File: config.mk
export PLATFORM = sky130hd
export DESIGN_NAME = d_branch_predictor_flat
export DESIGN_NICKNAME = d
export VERILOG_FILES = /design/src/rtl/d_branch_predictor_if.sv /design/src/rtl/d_branch_predictor.sv /design/src/flat_wrapper.sv
export SDC_FILE = /design/constraint.sdc
export NUM_CORES = 1
export LEC_CHECK = 0
export CORE_MARGIN = 2
export CORE_UTILIZATION = 35
export DETAILED_ROUTE_END_ITERATION = 6
export PLACE_DENSITY_LB_ADDON = 0.08
export SYNTH_ARGS = -nofsm -noshare
export SYNTH_HDL_FRONTEND = slang
export SYNTH_SLANG_ARGS = --single-unit
File: constraint.sdc
create_clock -name clk -period 10.8 [get_ports clk]
set_input_delay 1.08 -clock clk [delete_from_list [all_inputs] [get_ports clk]]
set_output_delay 1.08 -clock clk [all_outputs]
set_load 0.1 [all_outputs]
File: src/rtl/d_branch_predictor_if.sv
// Fetch/decode-side signal bundle for the dynamic branch predictor.
// The pipeline is the master. The predictor is the slave.
interface d_branch_predictor_if #(
    parameter int IDX_W = 6
);
    logic [31:0]      f_pc;
    logic             f_pred_taken;
    logic [IDX_W-1:0] f_idx;
    logic             d_valid;
    logic             d_is_cond;
    logic             d_stall;
    logic [IDX_W-1:0] d_idx;
    logic             d_pred_taken;
    logic             d_taken;
    logic             d_mispredict;

    modport master (
        output f_pc, d_valid, d_is_cond, d_stall, d_idx, d_pred_taken, d_taken,
        input  f_pred_taken, f_idx, d_mispredict
    );

    modport slave (
        input  f_pc, d_valid, d_is_cond, d_stall, d_idx, d_pred_taken, d_taken,
        output f_pred_taken, f_idx, d_mispredict
    );
endinterface

File: src/rtl/d_branch_predictor.sv
// Saturating-counter conditional-branch predictor. The F stage reads the table and D resolves the branch.
// The predictor can index by PC alone (bimodal) or by PC xor global history (gshare).
module d_branch_predictor #(
    parameter int IDX_W    = 6,
    parameter int CNT_W    = 2,
    parameter int INIT_CNT = 1,
    parameter int MODE     = 0,
    parameter int STAT_W   = 32
) (
    input  logic                  clk,
    input  logic                  reset,
    d_branch_predictor_if.slave   bp,
    output logic [STAT_W-1:0]     br_count,
    output logic [STAT_W-1:0]     miss_count,
    output logic [IDX_W-1:0]      ghr
);

    localparam int              DEPTH    = 1 << IDX_W;
    localparam logic [CNT_W-1:0] CNT_INIT = CNT_W'(INIT_CNT);
    localparam logic [CNT_W-1:0] CNT_MAX  = '1;

    logic [CNT_W-1:0]  cnt_tab [DEPTH];
    logic [CNT_W-1:0]  cnt_rd;
    logic [CNT_W-1:0]  cnt_cur;
    logic [CNT_W-1:0]  cnt_next;
    logic [IDX_W-1:0]  pc_idx;
    logic [IDX_W-1:0]  ghr_reg;
    logic [STAT_W-1:0] br_reg;
    logic [STAT_W-1:0] br_next;
    logic [STAT_W-1:0] miss_reg;
    logic [STAT_W-1:0] miss_next;
    logic              upd;
    logic              miss;
    logic              unused_pc;

    assign pc_idx    = bp.f_pc[IDX_W+1:2];
    assign unused_pc = ^{bp.f_pc[31:IDX_W+2], bp.f_pc[1:0]};

    // A stalled D instruction resolves only on the cycle it is released.
    assign upd             = bp.d_valid & bp.d_is_cond & ~bp.d_stall;
    assign miss            = upd & (bp.d_pred_taken ^ bp.d_taken);
    assign bp.d_mispredict = miss;

    generate
        if (MODE == 1) begin : g_gshare
            // History advances only at resolution. It is never speculative.
            always_ff @(posedge clk) begin
                if (reset) begin
                    ghr_reg <= '0;
                end else if (upd) begin
                    ghr_reg <= {ghr_reg[IDX_W-2:0], bp.d_taken};
                end
            end
            assign bp.f_idx = pc_idx ^ ghr_reg;
        end else begin : g_bimodal
            assign ghr_reg  = '0;
            assign bp.f_idx = pc_idx;
        end
    endgenerate

    // The read has no bypass. A same-cycle update is seen by F on the next cycle.
    assign cnt_rd          = cnt_tab[bp.f_idx];
    assign bp.f_pred_taken = cnt_rd[CNT_W-1];
    assign cnt_cur         = cnt_tab[bp.d_idx];

    always_comb begin
        cnt_next = cnt_cur;
        if (bp.d_taken && (cnt_cur != CNT_MAX)) begin
            cnt_next = cnt_cur + 1'b1;
        end else if (!bp.d_taken && (cnt_cur != '0)) begin
            cnt_next = cnt_cur - 1'b1;
        end
    end

    genvar gi;
    generate
        for (gi = 0; gi < DEPTH; gi++) begin : g_tab
            logic [CNT_W-1:0] entry_reg;

            always_ff @(posedge clk) begin
                if (reset) begin
                    entry_reg <= CNT_INIT;
                end else if (upd && (bp.d_idx == IDX_W'(gi))) begin
                    entry_reg <= cnt_next;
                end
            end
            assign cnt_tab[gi] = entry_reg;
        end
    endgenerate

    always_comb begin
        br_next   = br_reg;
        miss_next = miss_reg;
        if (upd && (br_reg != '1)) begin
            br_next = br_reg + 1'b1;
        end
        if (miss && (miss_reg != '1)) begin
            miss_next = miss_reg + 1'b1;
        end
    end

    always_ff @(posedge clk) begin
        if (reset) begin
            br_reg   <= '0;
            miss_reg <= '0;
        end else begin
            br_reg   <= br_next;
            miss_reg <= miss_next;
        end
    end

    assign br_count   = br_reg;
    assign miss_count = miss_reg;
    assign ghr        = ghr_reg;

endmodule
File: src/flat_wrapper.sv
// flat-port wrapper written by rule: the top's interface ports become plain ports
module d_branch_predictor_flat 
#(
    parameter int IDX_W    = 6,
    parameter int CNT_W    = 2,
    parameter int INIT_CNT = 1,
    parameter int MODE     = 0,
    parameter int STAT_W   = 32
)
  (clk, reset, br_count, miss_count, ghr, bp_f_pc, bp_d_valid, bp_d_is_cond, bp_d_stall, bp_d_idx, bp_d_pred_taken, bp_d_taken, bp_f_pred_taken, bp_f_idx, bp_d_mispredict);
  d_branch_predictor_if #(.IDX_W(IDX_W)) bp_i ();
  input  logic clk;
  input  logic reset;
  output logic [STAT_W-1:0] br_count;
  output logic [STAT_W-1:0] miss_count;
  output logic [IDX_W-1:0] ghr;
  input wire logic [$bits(bp_i.f_pc)-1:0] bp_f_pc;
  input wire logic [$bits(bp_i.d_valid)-1:0] bp_d_valid;
  input wire logic [$bits(bp_i.d_is_cond)-1:0] bp_d_is_cond;
  input wire logic [$bits(bp_i.d_stall)-1:0] bp_d_stall;
  input wire logic [$bits(bp_i.d_idx)-1:0] bp_d_idx;
  input wire logic [$bits(bp_i.d_pred_taken)-1:0] bp_d_pred_taken;
  input wire logic [$bits(bp_i.d_taken)-1:0] bp_d_taken;
  output wire logic [$bits(bp_i.f_pred_taken)-1:0] bp_f_pred_taken;
  output wire logic [$bits(bp_i.f_idx)-1:0] bp_f_idx;
  output wire logic [$bits(bp_i.d_mispredict)-1:0] bp_d_mispredict;
  assign bp_i.f_pc = bp_f_pc;
  assign bp_i.d_valid = bp_d_valid;
  assign bp_i.d_is_cond = bp_d_is_cond;
  assign bp_i.d_stall = bp_d_stall;
  assign bp_i.d_idx = bp_d_idx;
  assign bp_i.d_pred_taken = bp_d_pred_taken;
  assign bp_i.d_taken = bp_d_taken;
  assign bp_f_pred_taken = bp_i.f_pred_taken;
  assign bp_f_idx = bp_i.f_idx;
  assign bp_d_mispredict = bp_i.d_mispredict;
  d_branch_predictor #(.IDX_W(IDX_W), .CNT_W(CNT_W), .INIT_CNT(INIT_CNT), .MODE(MODE), .STAT_W(STAT_W)) u_core (.clk(clk), .reset(reset), .bp(bp_i), .br_count(br_count), .miss_count(miss_count), .ghr(ghr));
endmodule
==> results by group, run 1 <==
Outcome
  – Result of the run: finished, final reports clean

Worst setup path
  – Cells along the critical path: clkdlybuf4s50_1 -> mux4_2 -> mux4_2 -> mux4_2 -> clkdlybuf4s50_1
  – Kind of end point of the critical path: output pin
  – Data arrival time at the worst-slack endpoint: 4.80 ns
  – Nature of the critical path startpoint: input port
  – Delay of the slowest critical-path stage: 1.23 ns
  – Crit-path most repeated cell: sky130_fd_sc_hd__mux4_2
  – Data required time at the worst endpoint: just under 10 ns
  – Highest-delay cell along the critical path: sky130_fd_sc_hd__clkdlybuf4s50_1
  – Setup slack of the worst register-to-register path: 7.08 ns
  – Kind of critical path: in2out
  – Maximum fanout along the worst path: 17

Timing
  – Final setup TNS: 0 ns
  – Hold Fails Final Rpt: 0
  – Final number of max-transition violations: 0
  – Worst rel slew slack: between 20% and 30%
  – Peak Freq: ~170 MHz
  – Actual slew at the worst max-slew pin: 1.150 ns
  – Final setup violation count: 0
  – Post-route clock period utilization: 54.42%
  – RSZ-0062 raised after global routing: no
  – Final worst-path setup slack: 4.922 ns
  – Clock tree skew after final layout: around 0.017 ns
  – Shortest clock period the worst path allows after layout: 5.878 ns

Global routing
  – Initial antenna violation count: 0
  – Wire length of the first global-routing pass: 47840 µm
  – Vias in the first global route: 8411
  – Met2 global-route usage: between 30% and 40%
  – Overflow left after global routing: 0
  – Met3 track demand over resource: 2.931%
  – Maximum number of pins on one net before global-route repair: 105
  – Global-route usage over all layers: approximately 20%
  – GR Util met1: 27.39%
  – Highest-utilization routing layer at the global route stage: met2

Logic synthesis
  – Flip-flop and latch count after synthesis: 192
  – Ys Warns: 0
  – Most instantiated flip-flop cell in the synthesis netlist: sky130_fd_sc_hd__dfxtp_1
  – Share of the yosys chip area belonging to registers: 37.84%
  – Avg Inst Size Synth: 8.998 µm²
  – Cell Area, Synth: 10160 µm²
  – Number of flops mapped to enable cells by yosys: 0
  – Fraction of registers with async set or reset after synthesis: 0%
  – Count of different cell masters after synthesis: 55
  – Synthesized netlist cell count: 1129

Finish
  – Ant diodes: 0
  – Share of final-layout standard cells stronger than drive strength 1: ~9.7%
  – Flip-flop count of the largest register after layout: ~130
  – Filler cell count: 2859
  – Core occupancy in the finished layout: 41.12%
  – # nets final: 1202
  – Signed area change from the synthesized netlist to the final layout: 15.86%

Die
  – Die Span X: ~170 µm
  – Standard cell core area: 28630 µm²
  – Initial Utilization: 35.49%
  – Die Y-Extent: 174.4 µm
  – Top-level port count: 123
  – Core Rows: 62
  – DIE AREA: between 30000 and 40000 µm²

Place
  – Post-DP HPWL: 18890 µm
  – Setup Slack @ Placement: 4.943 ns
  – Final estimated routing congestion in global placement: 0.7772
  – Buffers on Ports: 90

Detailed routing
  – Routed length per placed instance: roughly 19 µm
  – Detail-routed via count per cell: 5.678
  – Number of detailed-routing iterations run before antenna repair: 5
  – Vias after detailed routing: 8801
  – Final antenna-violating net count: 0
  – Starting DRC count in detailed routing: 655
  – Wire length reported by the detailed router: 29860 µm
  – Number of design rule violations left after detail routing: 0

Clocking
  – Cts hold-fix bufs: 0
  – Clock sink count: around 190
  – CTS tree: built
  – Root Buffer Master: sky130_fd_sc_hd__clkbuf_16
  – Insertion delay to the later sink of the worst-skew pair: 0.45 ns
  – Quantity of gates resized following cts: 0
  – Clock edge transition at the registers on the reported setup and hold paths: 0.08 ns
  – Number of buffers created by CTS: 17
  – Buffer depth of the longest clock path: 2
  – Clock H-tree levels: 4
  – Buffers inserted during post-CTS setup optimization: 0

Flow run
  – Number of max-cap violations: 0

Pwr
  – Power per Cell Area: 124.7 nW/µm²
  – Leakage power: 3.515 nW
  – Maximum vdd drop: 0.07774 mV

Hold path
  – Class of the tightest hold or removal check: reg2reg
## where the power goes
part / internal (mW) / total [mW] / switching (mW)
Clock: 0.310 / 0.624 / 0.314
Sequential: 0.709 / 0.710 / 0.00132
Combinational: 0.0322 / 0.134 / 0.102
## logic make-up (layout without fill, tap and decap cells)
| group | Yosys count | count (layout) | share of synthesized area [%] |
|---|---|---|---|
| and+or+nand+nor | 455 | 455 | 24.45 |
| AOI/OAI and AO/OA | 237 | 237 | 15.79 |
| DFF | 192 | 192 | 37.84 |
| buffers and inverters | 144 | 176 | 6.072 |
| muxes | 76 | 76 | 13.60 |
| xor gates and xnor gates | 20 | 20 | 1.724 |
| adders and majority gates | 4 | 4 | 0.4927 |
| other | 1 | 6 | 0.03691 |
## final timing paths
check / from / end / depth (start not counted)
setup reg to reg: u_core.g_tab[43].entry_reg[0] / u_core.g_tab[24].entry_reg[0] / 11
hold / removal: u_core.miss_count[19] / u_core.miss_count[19] / 2
hold reg to reg: u_core.miss_count[19] / u_core.miss_count[19] / 2
setup / recovery: bp_f_pc[3] / bp_f_pred_taken / 5
## placed cells by master, fill, tap and decap left out, types with 5 or more instances in the layout
| cell type | instances |
|---|---|
| sky130_fd_sc_hd__nand3b_1 | 33 |
| sky130_fd_sc_hd__mux2i_1 | 21 |
| sky130_fd_sc_hd__a21oi_1 | 97 |
| sky130_fd_sc_hd__clkbuf_16 | 17 |
| sky130_fd_sc_hd__o41ai_1 | 30 |
| sky130_fd_sc_hd__nor3_1 | 67 |
| sky130_fd_sc_hd__clkdlybuf4s50_1 | 87 |
| sky130_fd_sc_hd__o32ai_1 | 35 |
| sky130_fd_sc_hd__mux2_2 | 6 |
| sky130_fd_sc_hd__xnor2_1 | 13 |
| sky130_fd_sc_hd__nand2_1 | 37 |
| sky130_fd_sc_hd__buf_4 | 13 |
| sky130_fd_sc_hd__or3_1 | 43 |
| sky130_fd_sc_hd__and3_1 | 12 |
| sky130_fd_sc_hd__dfxtp_1 | 192 |
| sky130_fd_sc_hd__nand4_1 | 17 |
| sky130_fd_sc_hd__nand3_1 | 39 |
| sky130_fd_sc_hd__inv_1 | 40 |
| sky130_fd_sc_hd__clkinvlp_4 | 5 |
| sky130_fd_sc_hd__nor2_1 | 98 |
| sky130_fd_sc_hd__nor4_1 | 11 |
| sky130_fd_sc_hd__xor2_1 | 7 |
| sky130_fd_sc_hd__o21ai_0 | 19 |
| sky130_fd_sc_hd__inv_8 | 5 |
| sky130_fd_sc_hd__and2_1 | 7 |
| sky130_fd_sc_hd__or4_1 | 24 |
| sky130_fd_sc_hd__o31ai_1 | 23 |
| sky130_fd_sc_hd__and4_1 | 9 |
| sky130_fd_sc_hd__nor2b_1 | 12 |
| sky130_fd_sc_hd__mux4_2 | 49 |
| sky130_fd_sc_hd__nand2b_1 | 38 |
| sky130_fd_sc_hd__conb_1 | 6 |
## synthesized netlist by cell type, types with 3 or more instances
master / count / area share [%]
sky130_fd_sc_hd__and2_1: 7 / 0.43
sky130_fd_sc_hd__nand3_1: 39 / 1.9
sky130_fd_sc_hd__buf_1: 9 / 0.33
sky130_fd_sc_hd__mux2i_1: 21 / 2.1
sky130_fd_sc_hd__o41ai_1: 30 / 2.6
sky130_fd_sc_hd__mux4_2: 49 / 11
sky130_fd_sc_hd__o31ai_1: 23 / 1.7
sky130_fd_sc_hd__nor3_1: 67 / 3.3
sky130_fd_sc_hd__a211oi_1: 4 / 0.30
sky130_fd_sc_hd__nand3b_1: 33 / 2.4
sky130_fd_sc_hd__a22oi_1: 4 / 0.30
sky130_fd_sc_hd__and3_1: 12 / 0.74
sky130_fd_sc_hd__o21ai_0: 19 / 0.94
sky130_fd_sc_hd__nor2b_1: 12 / 0.74
sky130_fd_sc_hd__a32oi_1: 4 / 0.34
sky130_fd_sc_hd__nor2_1: 98 / 3.6
sky130_fd_sc_hd__and4_1: 9 / 0.78
sky130_fd_sc_hd__o2111ai_1: 4 / 0.34
sky130_fd_sc_hd__or3_1: 43 / 2.6
sky130_fd_sc_hd__buf_4: 18 / 1.3
sky130_fd_sc_hd__inv_1: 40 / 1.5
sky130_fd_sc_hd__dfxtp_1: 192 / 38
sky130_fd_sc_hd__nor3b_1: 3 / 0.22
sky130_fd_sc_hd__clkbuf_1: 69 / 2.5
sky130_fd_sc_hd__nand4_1: 17 / 1.0
sky130_fd_sc_hd__buf_2: 7 / 0.34
sky130_fd_sc_hd__a21oi_1: 97 / 4.8
sky130_fd_sc_hd__nor4_1: 11 / 0.68
sky130_fd_sc_hd__o32ai_1: 35 / 3.0
sky130_fd_sc_hd__xnor2_1: 13 / 1.1
sky130_fd_sc_hd__ha_1: 4 / 0.49
sky130_fd_sc_hd__a21bo_2: 3 / 0.30
sky130_fd_sc_hd__mux2_2: 6 / 0.67
sky130_fd_sc_hd__nand2b_1: 38 / 2.3
sky130_fd_sc_hd__or4_1: 24 / 1.8
sky130_fd_sc_hd__nand2_1: 37 / 1.4
sky130_fd_sc_hd__xor2_1: 7 / 0.60
## routing by layer
layer	routed length [µm]	up-vias	share of wire, %
met1	14380	4287	48
met5	0	-	0
met4	443	0	1.5
met3	1204	23	4.0
li1	-	4300	-
met2	13830	191	46
## through the flow
step	instances	hold WS (ns)	total power, mW	instance area, µm²
2_1_floorplan	1134	0.4517	0.8234	10180
3_3_place_gp	1518	0.4676	0.8605	11210
3_5_place_dp	1518	0.4767	0.8604	11210
4_1_cts	1550	0.4988	1.484	11770
5_1_grt	1550	0.5169	1.522	11770
6_report	1550	0.4981	1.468	11770
## cell type report
class | count | area [µm²] | area share [%]
Clock buffer | 18 | 439.2 | 3.731
Inverter | 41 | 153.9 | 1.308
Sequential cell | 192 | 3844 | 32.66
Clock inverter | 14 | 125.1 | 1.063
Multi-Input combinational cell | 798 | 5738 | 48.75
Timing Repair Buffer | 103 | 989.7 | 8.409
Tap cell | 384 | 480.5 | 4.082
## worst max-delay path, delay by kind of cell
kind	cells	cell delay (ns)
buffers and inverters	2	2.21
multiplexers	3	1.48
No activity file was read; power rests on OpenSTA's default activity.
==> run 2: changes to the inputs <==
clock period = 4.7 ns   (was 10.8 ns; I/O delays follow)
==> results by group, run 2 (synthesis results as in run 1) <==
Finish
  – Signed area change from the synthesized netlist to the final layout: 17.55%
  – Ant diodes: 0
  – Post-layout instance count excluding filler cells: 1561
  – Commonest non-fill, non-tap cell in the layout: sky130_fd_sc_hd__dfxtp_1
  – Filler cell count: 2845
  – Flip-flop count of the largest register after layout: 128
  – # nets final: 1214
  – Commonest cells after routing, fill and taps aside: sky130_fd_sc_hd__dfxtp_1, sky130_fd_sc_hd__nor2_1, sky130_fd_sc_hd__a21oi_1
  – Share of final-layout standard cells stronger than drive strength 1: 10.79%

Global routing
  – Initial antenna violation count: 0
  – Maximum number of pins on one net before global-route repair: 132
  – Global-route usage over all layers: 20.17%
  – Wire length of the first global-routing pass: 48360 µm
  – Overflow left after global routing: 0
  – Vias in the first global route: 8436

Timing
  – Final number of max-transition violations: 0
  – Final setup TNS: 0 ns
  – Hold Fails Final Rpt: 0
  – Clock tree skew after final layout: 0.01724 ns
  – Peak Freq: 265.4 MHz
  – Shortest clock period the worst path allows after layout: 3.768 ns
  – Worst rel slew slack: 31.84%
  – Final setup violation count: 0
  – RSZ-0062 raised after global routing: no
  – Post-route clock period utilization: 80.17%
  – Actual slew at the worst max-slew pin: a little over 1 ns

Worst setup path
  – Maximum fanout along the worst path: 31
  – Nature of the critical path startpoint: input port
  – Kind of critical path: in2reg
  – Kind of end point of the critical path: flip-flop
  – Data required time at the worst endpoint: 5.02 ns
  – Delay of the slowest critical-path stage: roughly 0.7 ns
  – Crit-path most repeated cell: sky130_fd_sc_hd__mux4_2
  – Bufs and invs on worst path: 3
  – Cells along the critical path: buf_2 -> mux4_2 -> mux4_2 -> mux4_2 -> inv_1 -> ha_1 -> nor2b_1 -> nor2_1 -> xor2_1 -> nor2_4 -> buf_12 -> o21ai_0
  – Data arrival time at the worst-slack endpoint: 4.09 ns
  – Top delay family on crit path: multiplexers
  – Highest-delay cell along the critical path: sky130_fd_sc_hd__buf_2

Hold path
  – Class of the tightest hold or removal check: reg2reg

Pwr
  – Leakage power: 3.622 nW
  – Maximum vdd drop: 0.2105 mV
  – Share of power burned in registers: about 48%
  – Clock share of power: between 40% and 50%
  – Total power of the final layout: about 3.4 mW
  – Switching power total: ~960 µW
  – Internal power of the cells: 2.446 mW
  – Power per Cell Area: 284.9 nW/µm²
  – Switching power share of the total: approximately 28%
  – Combinational share of power: 9.6%

Detailed routing
  – Final antenna-violating net count: 0
  – Wire length reported by the detailed router: 30210 µm
  – Starting DRC count in detailed routing: 643
  – Vias after detailed routing: 8855
  – Detail-routed via count per cell: 5.673
  – Number of detailed-routing iterations run before antenna repair: 5
  – Number of design rule violations left after detail routing: 0
  – Routed length per placed instance: ~19 µm

Clocking
  – Clock sink count: 192
  – Number of buffers created by CTS: 17
  – Quantity of gates resized following cts: 0
  – Root Buffer Master: sky130_fd_sc_hd__clkbuf_16
  – Buffer depth of the longest clock path: 2
  – Buffers inserted during post-CTS setup optimization: 0
  – Clock H-tree levels: 4
  – Clock edge transition at the registers on the reported setup and hold paths: 0.08 ns
  – Cts hold-fix bufs: 0
  – CTS tree: built
  – Insertion delay to the later sink of the worst-skew pair: between 0.4 and 0.5 ns

Die
  – Initial Utilization: 35.49%
  – DIE AREA: 30400 µm²
  – Top-level port count: 123
  – Core Rows: 62
  – Die Span X: ~170 µm
  – Standard cell core area: 28630 µm²
  – Die Y-Extent: 174.4 µm

Place
  – Buffers on Ports: 90
  – Cell total after placement: approximately 1500
  – Post-DP HPWL: between 15000 and 20000 µm
  – Final estimated routing congestion in global placement: 0.7466

Flow run
  – Number of max-cap violations: 0

Outcome
  – Result of the run: finished, final reports clean
==> run 2: cell types whose count changed in the layout (fill, tap and decap cells not counted), sizes merged <==
cell / previous run / this run
buf: 16 / 31
clkbuf: 18 / 19
clkdlybuf4s50: 87 / 84
clkinv: 4 / 7
clkinvlp: 5 / 0
==> run 2: worst min-delay path: cells and delay by family (launching register included) <==
kind,cells,cell delay [ns]
DFF,1,0.33
AOI/OAI and AO/OA,2,0.13
==> run 2: metal layers <==
metal	share of wire (%)	wire length (µm)	global-route usage, %
met5	0	0	0
met2	48	14460	33.30
met3	3.9	1178	3.456
met1	47	14180	27.41
met4	1.3	391	5.077
==> run 2: layout make-up <==
cell class | instances | area, µm² | share of cell area (%)
clock inverter | 12 | 120.1 | 1.006
tap | 384 | 480.5 | 4.023
inverter | 41 | 153.9 | 1.289
clock buffer | 19 | 452.9 | 3.793
sequential | 192 | 3844 | 32.19
multi-input combinational | 798 | 5731 | 47.99
timing repair buffer | 115 | 1160 | 9.713
==> run 2: final timing paths <==
path                                 startpoint                             to  slack (ns)  cells after the start
setup / recovery                    bp_d_idx[1]  u_core.g_tab[59].entry_reg[0]        0.93                     12
hold / removal            u_core.miss_count[19]          u_core.miss_count[19]        0.50                      2
hold reg to reg           u_core.miss_count[19]          u_core.miss_count[19]        0.50                      2
setup reg to reg  u_core.g_tab[39].entry_reg[0]  u_core.g_tab[59].entry_reg[0]        1.29                     11
==> run 2: through the flow <==
step / hold slack (ns) / utilization, % / instance area [µm²] / worst slack (ns)
6_report: 0.4992 / 41.72 / 11940 / 0.9318
5_1_grt: 0.5156 / 41.72 / 11940 / 0.7342
4_1_cts: 0.4951 / 41.72 / 11940 / 0.9358
3_5_place_dp: 0.4761 / 39.72 / 11370 / 0.4786
3_3_place_gp: 0.4718 / 39.72 / 11370 / 0.4789
2_1_floorplan: 0.4517 / - / 10180 / 1.064
==> run 2: power groups by stage <==
| stage | Sequential (mW) | Clock, mW | Combinational (mW) |
|---|---|---|---|
| final | 1.63 | 1.44 | 0.327 |
| after global routing | 1.63 | 1.55 | 0.347 |
| after CTS | 1.63 | 1.49 | 0.328 |
| after detailed placement | 1.67 | 0 | 0.328 |
| after global placement | 1.67 | 0 | 0.327 |
| after floorplan | 1.68 | 0 | 0.216 |
